File: config.mk
export PLATFORM = sky130hd
export DESIGN_NAME = logic_stream_reducer
export DESIGN_NICKNAME = d
export VERILOG_FILES = /design/src/rtl/logic_stream_reducer.sv
export SDC_FILE = /design/constraint.sdc
export NUM_CORES = 1
export LEC_CHECK = 0
export BUFFER_PORTS_ARGS = -buffer_cell sky130_fd_sc_hd__buf_2
export CAP_MARGIN = 20
export CELL_PAD_IN_SITES_DETAIL_PLACEMENT = 1
export CELL_PAD_IN_SITES_GLOBAL_PLACEMENT = 2
export CORE_MARGIN = 8
export CORE_UTILIZATION = 34
export CTS_BUF_LIST = sky130_fd_sc_hd__clkbuf_4
export DETAILED_ROUTE_END_ITERATION = 10
export GPL_TIMING_DRIVEN = 0
export PLACE_DENSITY = 0.81
export RECOVER_POWER = 50
export SLEW_MARGIN = 20
export SYNTH_ARGS = -nofsm -noshare
export SYNTH_HDL_FRONTEND = slang
export SYNTH_SLANG_ARGS = --single-unit
File: constraint.sdc
create_clock -name clk -period 2.59 [get_ports clk]
set_clock_uncertainty 0.1 [all_clocks]
set_input_delay 0.1295 -clock clk [delete_from_list [all_inputs] [get_ports clk]]
set_output_delay 0.1295 -clock clk [all_outputs]
set_load 0.05 [all_outputs]
File: src/rtl/logic_stream_reducer.sv
// Stream reducer: folds a valid/ready packet of N-bit words with OR/AND/XOR/NOR
// and presents one result word, the saturating beat count and an overflow flag.
module logic_stream_reducer #(
  parameter int unsigned N     = 8,
  parameter int unsigned CNT_W = 8
) (
  input  logic             clk,
  input  logic             rst,
  input  logic             in_valid,
  output logic             in_ready,
  input  logic [N-1:0]     in_data,
  input  logic             in_last,
  input  logic [1:0]       op,
  output logic             out_valid,
  input  logic             out_ready,
  output logic [N-1:0]     out_data,
  output logic [CNT_W-1:0] out_count,
  output logic             out_ovf
);

  typedef enum logic [1:0] {StIdle, StAcc, StHold} state_e;
  typedef enum logic [1:0] {OpOr, OpAnd, OpXor, OpNor} op_e;

  state_e             state_q, state_d;
  op_e                op_q, op_d;
  logic [N-1:0]       acc_q, acc_d;
  logic [CNT_W-1:0]   cnt_q, cnt_d;
  logic               ovf_q, ovf_d;

  logic               in_xfer;
  logic [N-1:0]       fold;

  assign in_ready = (state_q != StHold) & ~rst;
  assign in_xfer  = in_valid & in_ready;

  // NOR accumulates as OR; the inversion is applied only on the way out.
  always_comb begin
    fold = acc_q | in_data;
    case (op_q)
      OpAnd:   fold = acc_q & in_data;
      OpXor:   fold = acc_q ^ in_data;
      default: fold = acc_q | in_data;
    endcase
  end

  always_comb begin
    state_d = state_q;
    op_d    = op_q;
    acc_d   = acc_q;
    cnt_d   = cnt_q;
    ovf_d   = ovf_q;
    case (state_q)
      StIdle: begin
        if (in_xfer) begin
          op_d    = op_e'(op);
          acc_d   = in_data;
          cnt_d   = CNT_W'(1);
          ovf_d   = 1'b0;
          state_d = in_last ? StHold : StAcc;
        end
      end
      StAcc: begin
        if (in_xfer) begin
          acc_d = fold;
          if (cnt_q == {CNT_W{1'b1}}) begin
            ovf_d = 1'b1;
          end else begin
            cnt_d = cnt_q + CNT_W'(1);
          end
          state_d = in_last ? StHold : StAcc;
        end
      end
      StHold: begin
        if (out_ready) begin
          state_d = StIdle;
          acc_d   = '0;
          cnt_d   = '0;
          ovf_d   = 1'b0;
        end
      end
      default: state_d = StIdle;
    endcase
  end

  always_ff @(posedge clk) begin
    if (rst) begin
      state_q <= StIdle;
      op_q    <= OpOr;
      acc_q   <= '0;
      cnt_q   <= '0;
      ovf_q   <= 1'b0;
    end else begin
      state_q <= state_d;
      op_q    <= op_d;
      acc_q   <= acc_d;
      cnt_q   <= cnt_d;
      ovf_q   <= ovf_d;
    end
  end

  // Result fields are forced to zero outside HOLD so consumers never see stale data.
  always_comb begin
    out_valid = (state_q == StHold);
    out_data  = '0;
    out_count = '0;
    out_ovf   = 1'b0;
    if (out_valid) begin
      out_data  = (op_q == OpNor) ? ~acc_q : acc_q;
      out_count = cnt_q;
      out_ovf   = ovf_q;
    end
  end

endmodule

==> flow_metrics.py, run 1 <==
metrics = {
    "critical_path": {
        "cp_max_fo": 10,
        "arrival_ns": 2.05,
        "worst_path_max_delay_cell": "dfxtp_1",
        "path_class": "flop to output pin",
        "cp_top_family": "buffers and inverters",
        "cp.required_ns": 2.36,
        "cp_cell_sequence": "inv_1 > ha_1 > clkbuf_2 > clkbuf_2 > and2_1 > buf_2",
        "end_kind": "output pin",
        "start_kind": "flop",
        "cp.buffers_inverters": 4,
        "critPathMaxStageDelay_ns": 0.36,
        "cpMostUsedCell": "clkbuf_2",
    },
    "logic_synthesis": {
        "synth_area_per_cell_um2": 8.44,
        "synthesis.nets": 249,
        "synth_top_area_frac": 0.237,
        "ys_warn_count": 0,
        "yosysTopAreaCell": "dfxtp_1",
        "ys_seq_area_frac": 0.237,
        "synthArstFlopShare": 0,
        "synth_cell_types": 40,
        "yosys_most_used_dff": "dfxtp_1",
        "syn_area_um2": 1770,
        "synth_area_leaders": "dfxtp_1, ha_1, a211oi_1",
        "synth_common_cells": "ha_1, inv_1, dfxtp_1, and2_1, a211oi_1",
        "synth_cells": 210,
        "synth_edf_count": 0,
        "synth_seq_cells": 21,
    },
    "clock_tree": {
        "cts.clk_slew.worst_paths_ns": 0.13,
        "htreeDepth": 1,
        "cts_tree": "built",
        "root_buffer": "clkbuf_4",
        "cts_made_buffers": 3,
        "clockBufferDepth": 2,
        "clkLatencyLatePin_ns": 0.32,
        "post_cts_buffers": 0,
        "clock-sinks": 21,
    },
    "sta": {
        "setup_tns_ns": 0,
        "min_period_over_period": 0.879,
        "max_freq_ghz": 0.439,
        "slew_headroom": 0.594,
        "rsz0062_at_grt": "false",
        "drv_slew": 0,
        "finalHoldViolCount": 0,
        "setup_violations": 0,
        "min_period_ns": 2.28,
        "tightestPinTransition_ns": 0.609,
    },
    "power": {
        "p_int_w": 0.000514,
        "pwr_density_cell_nw_per_um2": 394,
        "swShare": 0.371,
        "vdd_drop_max_mv": 0.238,
        "pwr-share-comb": 0.317,
        "clockPowerShare": 0.227,
        "p_leak_nw": 0.915,
        "p_total_w": 0.000817,
        "p_sw_w": 0.000303,
        "power_frac_seq": 0.457,
    },
    "place": {
        "port_buffers": 32,
        "place_congestion": 0.774,
        "hpwl_um": 3780,
    },
    "final_layout": {
        "fillers": 648,
        "drive_above_1_share": 0.144,
        "nNetsFinal": 290,
        "antenna_cells": 0,
        "areaGrowthSynthToFinish_pct": 17.2,
    },
    "run": {
        "cap_viol_max_count": 0,
    },
    "die": {
        "io_pins": 34,
        "die_area_um2": 7780,
        "core.rowCount": 26,
        "die_h_um": 88.2,
        "coreArea_um2": 5070,
        "initial_utilization": 0.349,
        "die_w_um": 88.2,
    },
    "detailed_routing": {
        "antenna_left": 0,
        "first_pass_iters": 4,
        "drt-vias-per-instance": 5.29,
        "vias": 1692,
        "wire_per_inst_um": 16.2,
        "drt_iter0_markers": 62,
        "finalWirelength_um": 5170,
        "route.detailed.drc": 0,
    },
    "grt": {
        "grt_overflow": 0,
        "grt_pass1_vias": 1698,
        "grt_pass1_wl_um": 8510,
        "grtUsageTotal": 0.137,
        "antenna_found_initial": 0,
        "grt_max_degree": 12,
    },
    "min_path": {
        "min_path_type": "primary input to flop",
    },
    "run_status": {
        "status": "completed",
    },
}
## power groups by stage
stage	logic, W	registers, W	clock network, W
global placement	0.000252	0.000380	0
global route	0.000290	0.000379	0.000204
finish	0.000259	0.000373	0.000185
detailed placement	0.000257	0.000381	0
floorplan	0.000184	0.000374	0
CTS	0.000263	0.000374	0.000195
## kinds of logic (layout without fill, tap and decap cells)
group,after synthesis,in the layout,share of synthesized area
simple gates,59,59,0.208
compound gates,57,57,0.245
buf+inv,39,79,0.0897
fa+ha+maj,24,24,0.169
flops,21,21,0.237
xor+xnor,8,8,0.0395
mux,2,2,0.0113
## repair_timing
action | CTS | global route
hold buffers | 4 | 0
cloned | 0 | 0
pin swaps | 0 | 0
endpoints found under the hold margin | 6 | 0
resized for setup | 1 | 2
setup endpoints to repair | 9 | 6
## worst min-delay path: stages
cell and delay (ns):
buf_2 0.10, a2111oi_0 0.09, a211oi_1 0.19
## final timing paths
path,from,to,slack (ns),depth (start not counted)
hold / removal,in_data[4],acc_q[4],0.14,3
setup reg to reg,state_q[0],acc_q[5],0.37,7
hold reg to reg,ovf_q,ovf_q,0.38,2
setup / recovery,state_q[0],out_data[1],0.31,6
## per-layer routing
metal  global-route usage  vias to the layer above  wire length, µm
met1                0.180                      807             2580
met3               0.0291                        2              191
met4               0.0246                        0               30
met5                    0                        -                0
li1                     -                      859                -
met2                0.226                       24             2370
## flip-flops by register name, summed over array words and instances, names as in the netlist
register / cells
cnt_q: 8
op_q: 2
acc_q: 8
ovf_q: 1
state_q: 2
## cell type report
class	count	area [µm²]	share of cell area
buffer	15	68.8	0.0332
clock buffer	4	30.0	0.0145
inverter	24	90.1	0.0434
multi-input combinational	150	1190	0.573
sequential	21	420	0.203
tap	70	87.6	0.0422
timing repair buffer	36	190	0.0916
## layout by cell type, fill, tap and decap left out, drive strengths merged
master and n:
buf 29, inv 24, ha 24, clkbuf 22, dfxtp 21, and2 17
a211oi 16, a21oi 9, xor2 8, a221oi 8, a2111oi 8, nand2 7
nor2 6, nand3 5, o41ai 4, dlygate4sd3 4, or4 4, nand4 3
o31ai 3, or3 3, nand3b 2, mux2i 2, nand2b 2, nor3b 2
and3 2, a41oi 2, nor2b 2, nor4 2, o21ai 2, a21o 1
and4 1, o31a 1, o311ai 1, a31oi 1, o32ai 1, nor3 1
## stage by stage
stage	instance area [µm²]	setup slack, ns	utilization	std cells	hold WS, ns
2_1_floorplan	1770	0.432	-	210	0.173
3_3_place_gp	2020	0.370	0.398	312	0.259
3_5_place_dp	2020	0.351	0.398	312	0.270
4_1_cts	2090	0.119	0.412	320	0.124
5_1_grt	2080	0.147	0.409	320	0.157
6_report	2080	0.314	0.409	320	0.142
No activity file was read; power rests on OpenSTA's default activity.
==> run 2, diff against run 1 <==
==> constraint.sdc (replaced) <==
create_clock -name clk -period 2.59 [get_ports clk]
set_clock_uncertainty 0.1 [all_clocks]
set_input_delay 0.3885 -clock clk [delete_from_list [all_inputs] [get_ports clk]]
set_output_delay 0.3885 -clock clk [all_outputs]
set_load 0.05 [all_outputs]
==> run 2 against run 1 <==
Against the previous run:
- via count decreased by 0.41%
- sequential share of layout area increased by 0.37 points
- highest routed layer unchanged
- largest cell class unchanged
- die area unchanged
- utilization decreased by 0.74 points
- critical endpoint is now out_data[3]
- hold slack improved by 0.065 ns
==> flow_metrics.py, run 2 (synthesis gave the netlist of run 1 again) <==
metrics = {
    "clock_tree": {
        "cts.hold.buffers_added": 0,
        "cts.clk_slew.worst_paths_ns": 0.13,
        "post_cts_resize_count": 2,
        "post_cts_buffers": 0,
        "cts_tree": "built",
        "root_buffer": "clkbuf_4",
        "clkLatencyLatePin_ns": 0.31,
        "cts_made_buffers": 3,
        "clock-sinks": 21,
        "clockBufferDepth": 2,
        "htreeDepth": 1,
    },
    "place": {
        "dpl-instance-area_um2": 2020,
        "place_congestion": 0.774,
        "place_ws_ns": 0.0923,
        "port_buffers": 32,
        "hpwl_um": 3780,
    },
    "critical_path": {
        "cp.required_ns": 2.10,
        "path_class": "flop to output pin",
        "start_kind": "flop",
        "cp_cell_sequence": "ha_1 > xor2_1 > and2_1 > buf_2",
        "arrival_ns": 1.78,
        "critPathMaxStageDelay_ns": 0.50,
        "cp_max_fo": 8,
        "worst_path_max_delay_cell": "ha_1",
        "end_kind": "output pin",
    },
    "final_layout": {
        "reg_top3": "acc_q (8), cnt_q (8)",
        "areaGrowthSynthToFinish_pct": 15.0,
        "mostFrequentLayoutCell": "buf_2",
        "nNetsFinal": 284,
        "drive_above_1_share": 0.176,
        "layout_common_cells": "buf_2, inv_1, ha_1, dfxtp_1, and2_1",
        "antenna_cells": 0,
        "finalInstanceArea_um2": 2040,
    },
    "grt": {
        "grt_pass1_wl_um": 8430,
        "grt_pass1_vias": 1699,
        "use_met3": 0.0281,
        "met2_usage": 0.222,
        "grt_overflow": 0,
        "antenna_found_initial": 0,
        "busiest_layer": "met2",
        "grtUsageTotal": 0.136,
        "grt_max_degree": 12,
        "use_met1": 0.180,
    },
    "detailed_routing": {
        "antenna_left": 0,
        "first_pass_iters": 4,
        "route.detailed.drc": 0,
        "finalWirelength_um": 5050,
        "drt_iter0_markers": 66,
        "wire_per_inst_um": 16.1,
        "vias": 1685,
        "drt-vias-per-instance": 5.37,
    },
    "power": {
        "p_leak_nw": 0.922,
        "clockPowerShare": 0.224,
        "pwr-share-comb": 0.313,
        "swShare": 0.367,
        "p_int_w": 0.000510,
        "vdd_drop_max_mv": 0.233,
        "pwr_density_cell_nw_per_um2": 396,
        "p_sw_w": 0.000296,
        "power_frac_seq": 0.463,
    },
    "sta": {
        "max_freq_ghz": 0.440,
        "drv_slew": 0,
        "min_period_over_period": 0.877,
        "postLayoutSetupSlackWorst_ns": 0.320,
        "tightestPinTransition_ns": 0.593,
        "whs_ns": 0.207,
        "slew_headroom": 0.606,
        "finalHoldViolCount": 0,
        "setup_violations": 0,
        "min_period_ns": 2.27,
        "rsz0062_at_grt": "false",
        "setup_tns_ns": 0,
    },
    "run_status": {
        "status": "completed",
    },
    "die": {
        "coreArea_um2": 5070,
        "initial_utilization": 0.349,
        "die_area_um2": 7780,
        "io_pins": 34,
        "die_w_um": 88.2,
        "die_h_um": 88.2,
        "core.rowCount": 26,
    },
    "min_path": {
        "min_path_type": "primary input to flop",
    },
    "run": {
        "cap_viol_max_count": 0,
    },
}
-- run 2: path summary, 6_finish.rpt --
kind / start / end / slack, ns / cells past startpoint
setup reg to reg: state_q[1] / cnt_q[3] / 0.40 / 7
hold reg to reg: ovf_q / ovf_q / 0.37 / 2
hold / removal: rst / cnt_q[2] / 0.21 / 2
setup / recovery: op_q[0] / out_data[3] / 0.32 / 4
-- run 2: layer usage --
| layer | share of wire | up-vias | wire length [µm] |
|---|---|---|---|
| met4 | 0.0053 | 0 | 27 |
| met2 | 0.46 | 27 | 2340 |
| li1 | - | 848 | - |
| met3 | 0.037 | 2 | 187 |
| met5 | 0 | - | 0 |
| met1 | 0.49 | 808 | 2490 |
-- run 2: final cells by class --
class	count	area [µm²]
tap	70	87.6
clock buffer	4	30.0
multi-input combinational	150	1190
inverter	24	90.1
sequential	21	420
buffer	13	60.1
fill	653	3040
timing repair buffer	32	159
-- run 2: metrics by stage --
stage / std cells / util / power (W)
CTS: 316 / 0.404 / 0.000828
detailed placement: 312 / 0.398 / 0.000638
global route: 314 / 0.402 / 0.000868
floorplan: 210 / - / 0.000559
global placement: 312 / 0.398 / 0.000633
finish: 314 / 0.402 / 0.000807
-- run 2: worst max-delay path, delay by kind of cell, from the launching register on --
family        cells  cell delay (ns)
flops             1             0.41
fa+ha+maj         1             0.50
simple gates      1             0.13
xor+xnor          1             0.18
buf+inv           1             0.26
-- run 2: power groups by stage --
| stage | sequential, W | combinational (W) | clock [W] |
|---|---|---|---|
| 3_5_place_dp | 0.000381 | 0.000257 | 0 |
| 2_1_floorplan | 0.000374 | 0.000184 | 0 |
| 6_report | 0.000373 | 0.000253 | 0.000181 |
| 3_3_place_gp | 0.000380 | 0.000252 | 0 |
| 5_1_grt | 0.000379 | 0.000285 | 0.000204 |
| 4_1_cts | 0.000374 | 0.000259 | 0.000195 |
